### config.mk
export PLATFORM = sky130hd
export DESIGN_NAME = fft_butterfly_pipe
export DESIGN_NICKNAME = d
export VERILOG_FILES = /design/src/rtl/fft_butterfly_pipe.sv
export SDC_FILE = /design/constraint.sdc
export NUM_CORES = 2
export LEC_CHECK = 0
export CAP_MARGIN = 20
export CORE_UTILIZATION = 25
export DETAILED_ROUTE_END_ITERATION = 7
export REMOVE_ABC_BUFFERS = 1
export SYNTH_ARGS = -nofsm -noshare
export SYNTH_HDL_FRONTEND = slang
export SYNTH_SLANG_ARGS = --single-unit
### constraint.sdc
create_clock -name clk -period 23.2 [get_ports clk]
set_clock_uncertainty 0.05 [all_clocks]
set_input_delay 4.64 -clock clk [delete_from_list [all_inputs] [get_ports clk]]
set_output_delay 4.64 -clock clk [all_outputs]
set_load 0.01 [all_outputs]
### src/rtl/fft_butterfly_pipe.sv
`default_nettype none
// =============================================================================
// Module   : fft_butterfly_pipe
// Brief    : Radix-2 butterfly, 3 register stages: x = A + B*W, y = A - B*W,
//            with a Q1.14 twiddle W. Define FFT_BFLY_SCALE_EN to halve the
//            stage-3 results (floor) instead of saturating them.
// Revision : 1.0  initial release
// =============================================================================
module fft_butterfly_pipe (
    input  logic               clk,
    input  logic               rst,
    input  logic               in_valid,
    input  logic signed [15:0] a_re,
    input  logic signed [15:0] a_im,
    input  logic signed [15:0] b_re,
    input  logic signed [15:0] b_im,
    input  logic signed [15:0] w_re,
    input  logic signed [15:0] w_im,
    input  logic               clr_ovf,
    output logic               out_valid,
    output logic signed [15:0] x_re,
    output logic signed [15:0] x_im,
    output logic signed [15:0] y_re,
    output logic signed [15:0] y_im,
    output logic               ovf
);

    localparam logic signed [32:0] c_ROUND = 33'sd8192;

    // Returns {clipped, value} for a 19-bit signed input clamped to 16 bits.
    function automatic logic [16:0] sat16(input logic signed [18:0] v);
        if (v > 19'sd32767)
            return {1'b1, 16'h7fff};
        else if (v < -19'sd32768)
            return {1'b1, 16'h8000};
        else
            return {1'b0, v[15:0]};
    endfunction

    logic                      v1_q, v1_d, v2_q, v2_d;
    logic signed [15:0]        a_re1_q, a_re1_d, a_im1_q, a_im1_d;
    logic signed [31:0]        prod_rr_q, prod_rr_d, prod_ii_q, prod_ii_d;
    logic signed [31:0]        prod_ri_q, prod_ri_d, prod_ir_q, prod_ir_d;
    logic signed [15:0]        a_re2_q, a_re2_d, a_im2_q, a_im2_d;
    logic signed [15:0]        bw_re_q, bw_re_d, bw_im_q, bw_im_d;
    logic                      out_valid_q, out_valid_d, ovf_q, ovf_d;
    logic signed [15:0]        x_re_q, x_re_d, x_im_q, x_im_d;
    logic signed [15:0]        y_re_q, y_re_d, y_im_q, y_im_d;

    logic signed [32:0]        w_p_re, w_p_im;
    logic [16:0]               w_sat_re, w_sat_im;
    logic                      w_clip2, w_clip3;
    logic signed [16:0]        w_sum_re, w_sum_im, w_dif_re, w_dif_im;
    logic signed [15:0]        w_x_re, w_x_im, w_y_re, w_y_im;
`ifndef FFT_BFLY_SCALE_EN
    logic [16:0]               w_sx_re, w_sx_im, w_sy_re, w_sy_im;
`endif

    always_comb begin
        // Stage 1: full-precision partial products
        v1_d      = in_valid;
        a_re1_d   = a_re;
        a_im1_d   = a_im;
        prod_rr_d = 32'(b_re) * 32'(w_re);
        prod_ii_d = 32'(b_im) * 32'(w_im);
        prod_ri_d = 32'(b_re) * 32'(w_im);
        prod_ir_d = 32'(b_im) * 32'(w_re);

        // Stage 2: combine, round half toward +inf, drop the Q1.14 scale
        w_p_re   = 33'(prod_rr_q) - 33'(prod_ii_q);
        w_p_im   = 33'(prod_ri_q) + 33'(prod_ir_q);
        w_sat_re = sat16(19'((w_p_re + c_ROUND) >>> 14));
        w_sat_im = sat16(19'((w_p_im + c_ROUND) >>> 14));
        w_clip2  = w_sat_re[16] | w_sat_im[16];
        v2_d     = v1_q;
        a_re2_d  = a_re1_q;
        a_im2_d  = a_im1_q;
        bw_re_d  = w_sat_re[15:0];
        bw_im_d  = w_sat_im[15:0];

        // Stage 3: sum/difference in 17 bits, then back to 16
        w_sum_re = 17'(a_re2_q) + 17'(bw_re_q);
        w_sum_im = 17'(a_im2_q) + 17'(bw_im_q);
        w_dif_re = 17'(a_re2_q) - 17'(bw_re_q);
        w_dif_im = 17'(a_im2_q) - 17'(bw_im_q);
`ifdef FFT_BFLY_SCALE_EN
        w_x_re  = 16'(w_sum_re >>> 1);
        w_x_im  = 16'(w_sum_im >>> 1);
        w_y_re  = 16'(w_dif_re >>> 1);
        w_y_im  = 16'(w_dif_im >>> 1);
        w_clip3 = 1'b0;
`else
        w_sx_re = sat16(19'(w_sum_re));
        w_sx_im = sat16(19'(w_sum_im));
        w_sy_re = sat16(19'(w_dif_re));
        w_sy_im = sat16(19'(w_dif_im));
        w_x_re  = w_sx_re[15:0];
        w_x_im  = w_sx_im[15:0];
        w_y_re  = w_sy_re[15:0];
        w_y_im  = w_sy_im[15:0];
        w_clip3 = w_sx_re[16] | w_sx_im[16] | w_sy_re[16] | w_sy_im[16];
`endif

        out_valid_d = v2_q;
        x_re_d      = v2_q ? w_x_re : x_re_q;
        x_im_d      = v2_q ? w_x_im : x_im_q;
        y_re_d      = v2_q ? w_y_re : y_re_q;
        y_im_d      = v2_q ? w_y_im : y_im_q;

        // A new saturation outranks a simultaneous clear
        if ((v1_q & w_clip2) | (v2_q & w_clip3))
            ovf_d = 1'b1;
        else if (clr_ovf)
            ovf_d = 1'b0;
        else
            ovf_d = ovf_q;
    end

    always_ff @(posedge clk or posedge rst) begin
        if (rst) begin
            v1_q        <= 1'b0;
            a_re1_q     <= '0;
            a_im1_q     <= '0;
            prod_rr_q   <= '0;
            prod_ii_q   <= '0;
            prod_ri_q   <= '0;
            prod_ir_q   <= '0;
            v2_q        <= 1'b0;
            a_re2_q     <= '0;
            a_im2_q     <= '0;
            bw_re_q     <= '0;
            bw_im_q     <= '0;
            out_valid_q <= 1'b0;
            x_re_q      <= '0;
            x_im_q      <= '0;
            y_re_q      <= '0;
            y_im_q      <= '0;
            ovf_q       <= 1'b0;
        end else begin
            v1_q        <= v1_d;
            a_re1_q     <= a_re1_d;
            a_im1_q     <= a_im1_d;
            prod_rr_q   <= prod_rr_d;
            prod_ii_q   <= prod_ii_d;
            prod_ri_q   <= prod_ri_d;
            prod_ir_q   <= prod_ir_d;
            v2_q        <= v2_d;
            a_re2_q     <= a_re2_d;
            a_im2_q     <= a_im2_d;
            bw_re_q     <= bw_re_d;
            bw_im_q     <= bw_im_d;
            out_valid_q <= out_valid_d;
            x_re_q      <= x_re_d;
            x_im_q      <= x_im_d;
            y_re_q      <= y_re_d;
            y_im_q      <= y_im_d;
            ovf_q       <= ovf_d;
        end
    end

    assign out_valid = out_valid_q;
    assign x_re      = x_re_q;
    assign x_im      = x_im_q;
    assign y_re      = y_re_q;
    assign y_im      = y_im_q;
    assign ovf       = ovf_q;

endmodule
`default_nettype wire

==> impl_results.md <==
- Status: complete, no violations
- Number of global-route vias before repair: 40900
- Iteration-0 DRC Markers: 1831
- Post-DR wirelength/cell: 15.7 um
- Core area: 213000 sq um
- Clock latency on the worst-skew pair: 0.61 ns
- Number of I/O port buffers: 165
- Fill cells: 22400
- CP Capture Type: register
- Initial antenna violation count: 15
- Hold buffer count at cts: 0
- Worst-path clk slew: 0.06 ns
- RSZ-0062 raised after global routing: no
- Final net count: 7348
- Largest net degree at the start of global routing: 95
- Fraction of registers with async set/reset: 1.00
- Die W: 465 um
- Placed inst area: 58500 sq um
- Flop2flop setup slack: 18.27 ns
- First-pass GRT wire length: 222000 um
- Via count: 37200
- DRC: 0
- R2R Path End: bw_re_q[13]
- Die area: 216000 sq um
- Cell depth of the worst flop-to-flop path: 13
- CP max stage cell: fa_1
- Yosys reg bits: 292
- Gate Count Post-Synth: 5640
- Inserted Clock Buffers: 38
- Worst hold path endpoint: a_im2_q[4]
- YS warnings: 0
- MaxCap Viol Count: 0
- Worst Hold Class: register to register
- Kind of cell adding the most delay to the critical path: adder cells
- Req. time, crit path: 23.60 ns
- Synth cell count leaders: inv_1 (1294), fa_1 (1052), nand2_1 (547)
- Postcts setup bufs: 0
- Area grow syn2layout: 11.7%
- Grt ovf: 0
- Hold depth: 0
- First-pass DRT Iterations: 5
- Gpl congestion: 0.839
- Multi-input logic area: 40600 sq um
- Clk sink count: 292
- Most frequent CP cell: fa_1
- Design Area, Final: 59900 sq um
- Syn Area/Cell: 9.51 sq um
- CTS max path bufs: 3
- Detail Placement HPWL: 105000 um
- DR vias/cell: 4.35
- Gr usage total: 0.128
- Final Critical Period: 11.55 ns
- Die height: 465 um
- Hold_sp: a_im1_q[4]
- Crit Path Max Fanout: 32
- # setup viols final: 0
- Setup TNS: 0 ns
- CP bufs+invs: 5
- Fin. max-slew vios: 0
- Final number of hold-violating endpoints: 0
- Worst r2r src: prod_rr_q[17]
- Most common cell in the synthesized netlist: inv_1
- Worst setup SP type: primary input
- Critical path's largest stage delay: 0.55 ns
- Top cells by area, synth: fa_1 (39%), dfrtp_1 (14%), ha_1 (12%)
- Register Area: 7310 sq um
- Leading area contributor after synthesis: fa_1
- CTS tree: built
- Register area share after synthesis: 0.136
- F_max: 86.6 MHz
- Post-route ant nets: 0
- Share of layout cells above drive strength 1: 0.0338
- CTS root buf: clkbuf_16
- Critical path class: primary input to register
- IO Count: 166
- Synth Flop Type: dfrtp_1
- Worst-Margin Slew: 1.02 ns
- H-tree Lvls: 2
- Cell Area, Synth: 53600 sq um
- Post_cts resized: 0
- Critical path arrival: 11.95 ns
- FP Rows: 169
- Post-synth cell types: 81
- Yosys top cell area share: 0.393
- Routed WL: 134000 um
- Slew margin rel.: 0.314
- Initial Utilization: 0.252
- EDFF count, synth: 0
- Final period util: 0.498
layout make-up:
cell class	count	area share
tap	2821	0.0589
sequential	292	0.122
multi-input combinational	3815	0.678
antenna	5	0.000209
inverter	1296	0.0814
clock buffer	47	0.0169
clock inverter	22	0.00598
timing repair buffer	239	0.0368
state kept, by name, indices dropped and copies added, names as in the netlist:
register	cells
a_im1_q	16
a_im2_q	16
a_re1_q	16
a_re2_q	16
bw_im_q	16
bw_re_q	16
out_valid	1
out_valid_d	1
ovf	1
prod_ii_q	32
prod_ir_q	32
prod_ri_q	32
prod_rr_q	32
v1_q	1
x_im	16
x_re	16
y_im	16
y_re	16
cells in the final DEF, fill, tap and decap left out, drive strengths merged, types with 11 or more instances in the layout:
| cell type | instances |
|---|---|
| o21a | 30 |
| o21bai | 28 |
| xnor2 | 164 |
| nand3 | 27 |
| nand2b | 49 |
| mux2 | 17 |
| a21oi | 157 |
| nor3 | 44 |
| clkdlybuf4s50 | 164 |
| nand2 | 547 |
| and2 | 498 |
| o21ai | 111 |
| a211oi | 18 |
| a21o | 78 |
| ha | 514 |
| o211ai | 41 |
| a31oi | 20 |
| clkbuf | 47 |
| or2 | 11 |
| nand4 | 14 |
| nor2 | 176 |
| dfrtp | 292 |
| inv | 1302 |
| buf | 75 |
| and3 | 21 |
| fa | 1052 |
| xor2 | 58 |
| nor2b | 27 |
worst reg2reg max path, delay by kind of cell (launching register included):
kind                       cells  cell delay [ns]
AOI/OAI and AO/OA              9             3.09
adders and majority gates      2             0.66
DFF                            1             0.37
and+or+nand+nor                1             0.42
buffers and inverters          1             0.14
cell families (layout without fill, tap and decap cells):
kind of cell             after synthesis  in the layout  synth area share
flip-flops                           292            292             0.136
adder cells (fa/ha/maj)             1566           1566             0.513
XOR/XNOR                             222            222            0.0363
other                                  0              5                 0
AND/OR/NAND/NOR                     1437           1437             0.133
AO/OA/AOI/OAI                        572            572            0.0708
buffers and inverters               1533           1604             0.107
multiplexers                          18             18           0.00383
metrics by stage:
step	setup slack [ns]	hold WS, ns	utilization	std cells
final	11.65	0.295	0.282	8537
after global placement	11.21	0.282	0.275	8462
after detailed placement	11.15	0.285	0.275	8462
after CTS	11.75	0.285	0.282	8531
after floorplan	10.45	0.281	-	5403
after global routing	11.17	0.299	0.282	8535
how the worst max path moves through the flow:
| stage | startpoint | to | depth (start not counted) |
|---|---|---|---|
| CTS | b_im[7] | prod_ii_q[31] | 26 |
| finish | w_re[1] | prod_ir_q[31] | 25 |
| global route | b_im[7] | prod_ii_q[31] | 26 |
| global placement | w_im[7] | prod_ri_q[31] | 26 |
| floorplan | rst | a_im1_q[0] | 1 |
| detailed placement | b_im[7] | prod_ii_q[31] | 26 |
metal layers:
metal / vias up / wire length, um / track usage / part of all wire
met3: 121 / 4980 / 0.00944 / 0.037
met5: - / 27 / 0 / 0.00020
met4: 4 / 3640 / 0.0379 / 0.027
met1: 19200 / 59400 / 0.170 / 0.44
li1: 17000 / - / - / -
met2: 774 / 65700 / 0.223 / 0.49
Power is left out: the tool's default activity adds up to more than one toggle a clock period on the data nets, which glitch-free logic cannot reach.
